File: src/rtl/jpeg_stream_framer.sv
// jpeg_stream_framer: wraps compressor bytes with an EBR-held JFIF header and a trailing FF D9 EOI marker
module jpeg_stream_framer #(
    parameter int HEADER_LEN     = 328,
    parameter int HDR_ADDR_WIDTH = 9,
    parameter int FIFO_AW        = 6
) (
    input  logic                      clock,
    input  logic                      reset,
    input  logic                      frame_start,
    input  logic                      frame_end,
    input  logic                      in_valid,
    input  logic [7:0]                in_data,
    output logic [HDR_ADDR_WIDTH-1:0] header_ebr_raddr,
    output logic                      header_ebr_ren,
    output logic                      header_ebr_rclk,
    input  logic [7:0]                header_ebr_dout,
    output logic                      out_valid,
    output logic [7:0]                out_data,
    output logic                      out_sof,
    output logic                      out_eof,
    output logic                      busy,
    output logic                      dropped
);
    typedef enum logic [2:0] {IDLE, HEADER, STREAM, EOI_FF, EOI_D9} state_t;
    localparam logic [HDR_ADDR_WIDTH:0] HDR_END = (HDR_ADDR_WIDTH + 1)'(HEADER_LEN);

    state_t                  state, state_nx;
    logic [HDR_ADDR_WIDTH:0] cnt;
    logic [7:0]              mem [2**FIFO_AW];
    logic [FIFO_AW:0]        wp, rp;
    logic [7:0]              pop_data;
    logic                    empty, full, push, pop, drop, hdr_last;
    logic                    end_pending, hdr_vld, hdr_sof, pop_vld;

    assign empty            = wp == rp;
    assign full             = (wp[FIFO_AW] != rp[FIFO_AW]) && (wp[FIFO_AW-1:0] == rp[FIFO_AW-1:0]);
    assign hdr_last         = cnt == HDR_END;
    assign pop              = state == STREAM && !empty;
    // a pop in the same cycle frees a slot, so a full FIFO still accepts
    assign push             = in_valid && (state == HEADER || state == STREAM) && (!full || pop);
    assign drop             = in_valid && !push;
    assign header_ebr_ren   = state == HEADER && !hdr_last;
    assign header_ebr_raddr = cnt[HDR_ADDR_WIDTH-1:0];
    assign header_ebr_rclk  = clock;
    assign busy             = state != IDLE;
    // header bytes come straight from the EBR's registered output; EOI bytes are decoded from state
    assign out_valid        = hdr_vld || pop_vld || state == EOI_FF || state == EOI_D9;
    assign out_data         = hdr_vld ? header_ebr_dout : state == EOI_FF ? 8'hFF :
                              state == EOI_D9 ? 8'hD9 : pop_data;
    assign out_sof          = hdr_sof;
    assign out_eof          = state == EOI_D9;

    // next-state decode; HEADER holds one extra cycle so the last EBR byte is emitted
    always_comb begin
        state_nx = state;
        case (state)
            IDLE:    state_nx = frame_start ? HEADER : IDLE;
            HEADER:  state_nx = hdr_last ? STREAM : HEADER;
            STREAM:  state_nx = (end_pending && empty && !in_valid) ? EOI_FF : STREAM;
            EOI_FF:  state_nx = EOI_D9;
            default: state_nx = IDLE;
        endcase
    end

    // state register
    always_ff @(posedge clock) begin
        if (reset) state <= IDLE;
        else       state <= state_nx;
    end

    // header read counter and the one-cycle-delayed header output strobe
    always_ff @(posedge clock) begin
        if (reset) begin
            cnt     <= '0;
            hdr_vld <= 1'b0;
            hdr_sof <= 1'b0;
        end else begin
            cnt     <= header_ebr_ren ? cnt + 1'b1 : '0;
            hdr_vld <= header_ebr_ren;
            hdr_sof <= header_ebr_ren && cnt == '0;
        end
    end

    // FIFO storage, no reset needed
    always_ff @(posedge clock) begin
        if (push) mem[wp[FIFO_AW-1:0]] <= in_data;
    end

    // FIFO pointers and registered pop output
    always_ff @(posedge clock) begin
        if (reset) begin
            wp       <= '0;
            rp       <= '0;
            pop_vld  <= 1'b0;
            pop_data <= 8'h00;
        end else begin
            if (push) wp <= wp + 1'b1;
            if (pop) begin
                rp       <= rp + 1'b1;
                pop_data <= mem[rp[FIFO_AW-1:0]];
            end
            pop_vld <= pop;
        end
    end

    // frame-level flags: pending end-of-frame and sticky drop indicator
    always_ff @(posedge clock) begin
        if (reset) begin
            end_pending <= 1'b0;
            dropped     <= 1'b0;
        end else begin
            end_pending <= (state == IDLE && frame_start) ? 1'b0 :
                           end_pending || (frame_end && (state == HEADER || state == STREAM));
            dropped     <= ((state == IDLE && frame_start) ? 1'b0 : dropped) || drop;
        end
    end
endmodule

File: config.mk
export PLATFORM = sky130hd
export DESIGN_NAME = jpeg_stream_framer
export DESIGN_NICKNAME = d
export VERILOG_FILES = /design/src/rtl/jpeg_stream_framer.sv
export SDC_FILE = /design/constraint.sdc
export NUM_CORES = 1
export LEC_CHECK = 0
export BUFFER_PORTS_ARGS = -buffer_cell sky130_fd_sc_hd__buf_2
export CAP_MARGIN = 20
export CORE_MARGIN = 4
export CORE_UTILIZATION = 67
export CTS_CLUSTER_DIAMETER = 150
export CTS_CLUSTER_SIZE = 12
export DETAILED_ROUTE_END_ITERATION = 8
export GPL_TIMING_DRIVEN = 0
export PLACE_DENSITY = 0.84
export SYNTH_ARGS = -nofsm -noshare
export SYNTH_HDL_FRONTEND = slang
export SYNTH_SLANG_ARGS = --single-unit
File: constraint.sdc
create_clock -name clock -period 6.15 [get_ports clock]
set_input_delay 0.615 -clock clock [delete_from_list [all_inputs] [get_ports clock]]
set_output_delay 0.615 -clock clock [all_outputs]
set_load 0.01 [all_outputs]
# After elaboration in Yosys (flattened, before gate mapping)
# Memories as Yosys holds them, arrays and structs flattened. A register that Yosys moved wholly into a read port is not among the register bits.
# Index checks and enable logic that the tools add are counted.
word_totals:
  ff_bits: 32
  ramBits: 512
  inputBits: 21
  output_inout_bits: 24
  memories: 1
memory_table:
  columns: ["name", "words", "width", "rd", "rd_clocked_by_memory_dff", "write_ports", "line_no", "source"]
  rows:
  - ["mem", 64, 8, 1, 1, 1, "29", "logic [7:0] mem [2**FIFO_AW];"]
op_classes:
  add_sub_neg: 3
  n_eq_ne: 8
  mux: 10
  bitwise_logic: 1
  reduce_logical: 28
ops:
  columns: ["operator", "n"]
  rows:
  - ["8-bit 2-to-1 mux", 3]
  - ["7-bit by 1-bit adder with 7-bit output, second input constant", 2]
  - ["3-bit case mux with 4 select lines", 1]
  - ["1-bit logical AND", 11]
  - ["10-bit by 1-bit adder with 10-bit output, second input constant", 1]
  - ["10-bit by 9-bit equality test with 1-bit output, second input constant", 1]
  - ["10-bit logical NOT", 1]
  - ["7-bit equality test", 1]
  - ["1-bit logical OR", 7]
  - ["3-bit by 2-bit equality test with 1-bit output, second input constant", 2]
  - ["6-bit equality test", 1]
  - ["1-bit logical NOT", 5]
  - ["1-bit 2-to-1 mux", 5]
  - ["2-bit OR reduction", 2]
  - ["3-bit by 1-bit equality test with 1-bit output, second input constant", 1]
  - ["3-bit equality test, second input constant", 1]
  - ["3-bit logical NOT", 1]
  - ["3-bit nonzero test", 1]
  - ["2-bit 2-to-1 mux", 1]
  - ["1-bit inequality test", 1]
  - ["1-bit inverter", 1]

# Logic depth before layout (Yosys ltp)
depth:
  depth_word: 8
  depth_mapped: 10
  ltp_nobuf: 7

==> results.toml <==
[synthesis]
synthAdderAreaFrac_pct = 0.224
syn_area_mm2 = 0.0224
synth_nets = 1297
synthFlopType = "edfxtp_1"
ys_seq_area_share_pct = 72.3
async_reset_ff_share_pct = 0
synth.top_cell.area_share_pct = 68.7
synth_xor_area_share_pct = 0.665
synth_compound_area_share_pct = 4.25
synth_mux_area_share_pct = 13.3
synth-simple-area-share_pct = 6.02
synthTopCellsByArea = "edfxtp_1, mux4_2, dfxtp_1, mux2i_1, mux4_1"
yosys.area.top_type = "edfxtp_1"
synth_warnings = 0
netlist_instances = 1272
synth-edff-count = 512
ys_ff_latch = 552
synth_cell_types = 67
post_synth.cell_area_avg_um2 = 17.6
synth_top_family_by_area = "multiplexers"

[detailed_routing]
routed_wl_mm = 52.7
ant_nets = 0
top_layer = "met4"
route.met2.wl_mm = 25.4
drt_iter0_markers = 1937
drt-met1-wl_mm = 19.6
firstDrtPassIters = 8
drc_errors = 0
via_per_inst = 6.75
vias = 12400
wl_per_cell_um = 28.6
wl_met3_mm = 5.74

[global_route]
grt_pass1_wl_mm = 78.0
grt_overflow_total = 0
grt_max_degree = 65
grt_use_total_pct = 29.4
grt_pass1_vias = 12300
antenna_found_initial = 0

[timing]
fin_worst_skew_ns = 0.0226
finalHoldViolCount = 0
whs_ns = 0.148
worst_pin_slew_ns = 0.974
slew-limit-headroom_pct = 34.8
tns_ns = 0
slew_violations = 0
rsz0062_at_grt = "no"
setup_violations = 0

[pwr]
p_sw_share_pct = 19.3
power_density_mw_per_mm2 = 287
pwr-share-comb_pct = 1.8
seqPwrFrac_pct = 57.7
p_switching_mw = 1.37
power.leakage_nw = 7.82
p_int_mw = 5.74
peakVddDrop_v = 0.000241
pwr-share-clk_pct = 40.5

[final_layout]
n_fill_cell = 1791
syn_to_final_growth_pct = 10.7
layout-drive-gt1-share_pct = 20.4
diodes = 0
final_nets = 1405

[outcome]
outcome = "finished clean"

[floorplanning]
die_height_um = 191
die_w_um = 191
io_pins = 45
num_rows = 66
die_area_mm2 = 0.0364
start_util_pct = 68.3
coreArea_mm2 = 0.0328

[hold_path]
hp-class = "in -> reg"
holdPathStages = 2

[worst_setup_path]
cp_max_fo = 2
worstPathRequired_ns = 5.53
arrival_ns = 3.56
cp-start-kind = "clock port"
cp-end-kind = "output pin"
ff2ff_path_depth = 8
path_class = "clk -> out"

[placed_design]
io_buffers = 44
place.gp.congestion = 0.990
hpwl_mm = 32.6

[clocking]
cts_setup_buffers = 0
cts_hold_buf = 0
cts-resized-gates = 0
clk_latency_ns = 0.68
cts_tree = "yes"
clk_pin_slew_ns = 0.06

[flow_run]
drv_cap = 0
-- power groups by stage --
stage                     Clock, mW  Combinational, mW  Sequential, mW
after global placement       0.0186              0.108            4.19
after floorplan              0.0134             0.0359            4.19
after global routing           3.06              0.139            4.10
after detailed placement     0.0186              0.114            4.19
after CTS                      2.89              0.115            4.11
final                          2.88              0.129            4.11
-- synthesized netlist by cell type, types with 20 or more instances --
cell type,number
buf_4,21
mux4_1,20
buf_2,23
mux2i_1,66
a21oi_1,35
edfxtp_1,512
nand3_1,25
mux2_2,32
mux4_2,63
a22oi_1,23
nor2_1,110
dfxtp_1,40
nand2_1,46
-- kinds of logic (layout without fill, tap and decap cells) --
logic type | count (synthesis) | count (layout)
flops | 552 | 552
simple gates | 274 | 274
mux | 182 | 182
compound gates | 135 | 135
buf+inv | 108 | 235
xor+xnor | 17 | 17
fa+ha+maj | 4 | 4
-- per-stage QoR --
stage | instances | instance area, um2 | power [mW] | utilization (%) | worst slack (ns)
after floorplan | 1272 | 22400 | 4.24 | - | 2.34
after global placement | 1758 | 23200 | 4.31 | 70.6 | 2.23
after detailed placement | 1758 | 23200 | 4.32 | 70.6 | 2.23
after CTS | 1833 | 24600 | 7.12 | 75.1 | 1.97
after global routing | 1841 | 24800 | 7.31 | 75.6 | 1.96
final | 1841 | 24800 | 7.12 | 75.6 | 1.97
-- routing by layer --
layer / track usage (%) / up-vias
li1: - / 5238
met3: 5.53 / 147
met4: 10.2 / 0
met2: 47.0 / 845
met1: 41.8 / 6188
met5: 0 / -
-- state kept, by name (all words and copies together) (netlist names) --
signal and cells:
end_pending 1, dropped 1, rp 7, state 3, wp 7, out_sof 1, hdr_vld 1, pop_vld 1
cnt 10, pop_data 8, mem 512
-- critical path: stages --
cell	delay (ns)
clkbuf_16	0.12
clkbuf_16	0.13
buf_4	0.12
buf_2	0.13
-- cell type report --
class | instances | area [um2] | share of cell area (%)
inverters | 19 | 71.3 | 0.288
repair buffers | 51 | 383 | 1.54
well taps | 442 | 553 | 2.23
multi-input cells | 612 | 5480 | 22.1
clock buffers | 74 | 1430 | 5.76
plain buffers | 89 | 663 | 2.68
flip-flops and latches | 552 | 16200 | 65.3
clock inverters | 2 | 32.5 | 0.131
-- path summary, 6_finish.rpt --
check	from	slack, ns	endpoint
max	clock	1.97	header_ebr_rclk
min	frame_start	0.15	end_pending
max reg2reg	rp[0]	3.08	mem[28][1]
min reg2reg	cnt[0]	0.49	cnt[0]
-- cell usage in the layout, fill, tap and decap left out, types with 16 or more instances in the layout --
cell,n
a21oi_1,35
a22oi_1,23
buf_2,67
buf_4,21
clkbuf_1,35
clkbuf_16,54
dfxtp_1,40
edfxtp_1,512
inv_1,16
mux2_2,32
mux2i_1,66
mux4_1,20
mux4_2,63
nand2_1,46
nand3_1,25
nor2_1,110
Power figures use the tool's default switching activity.
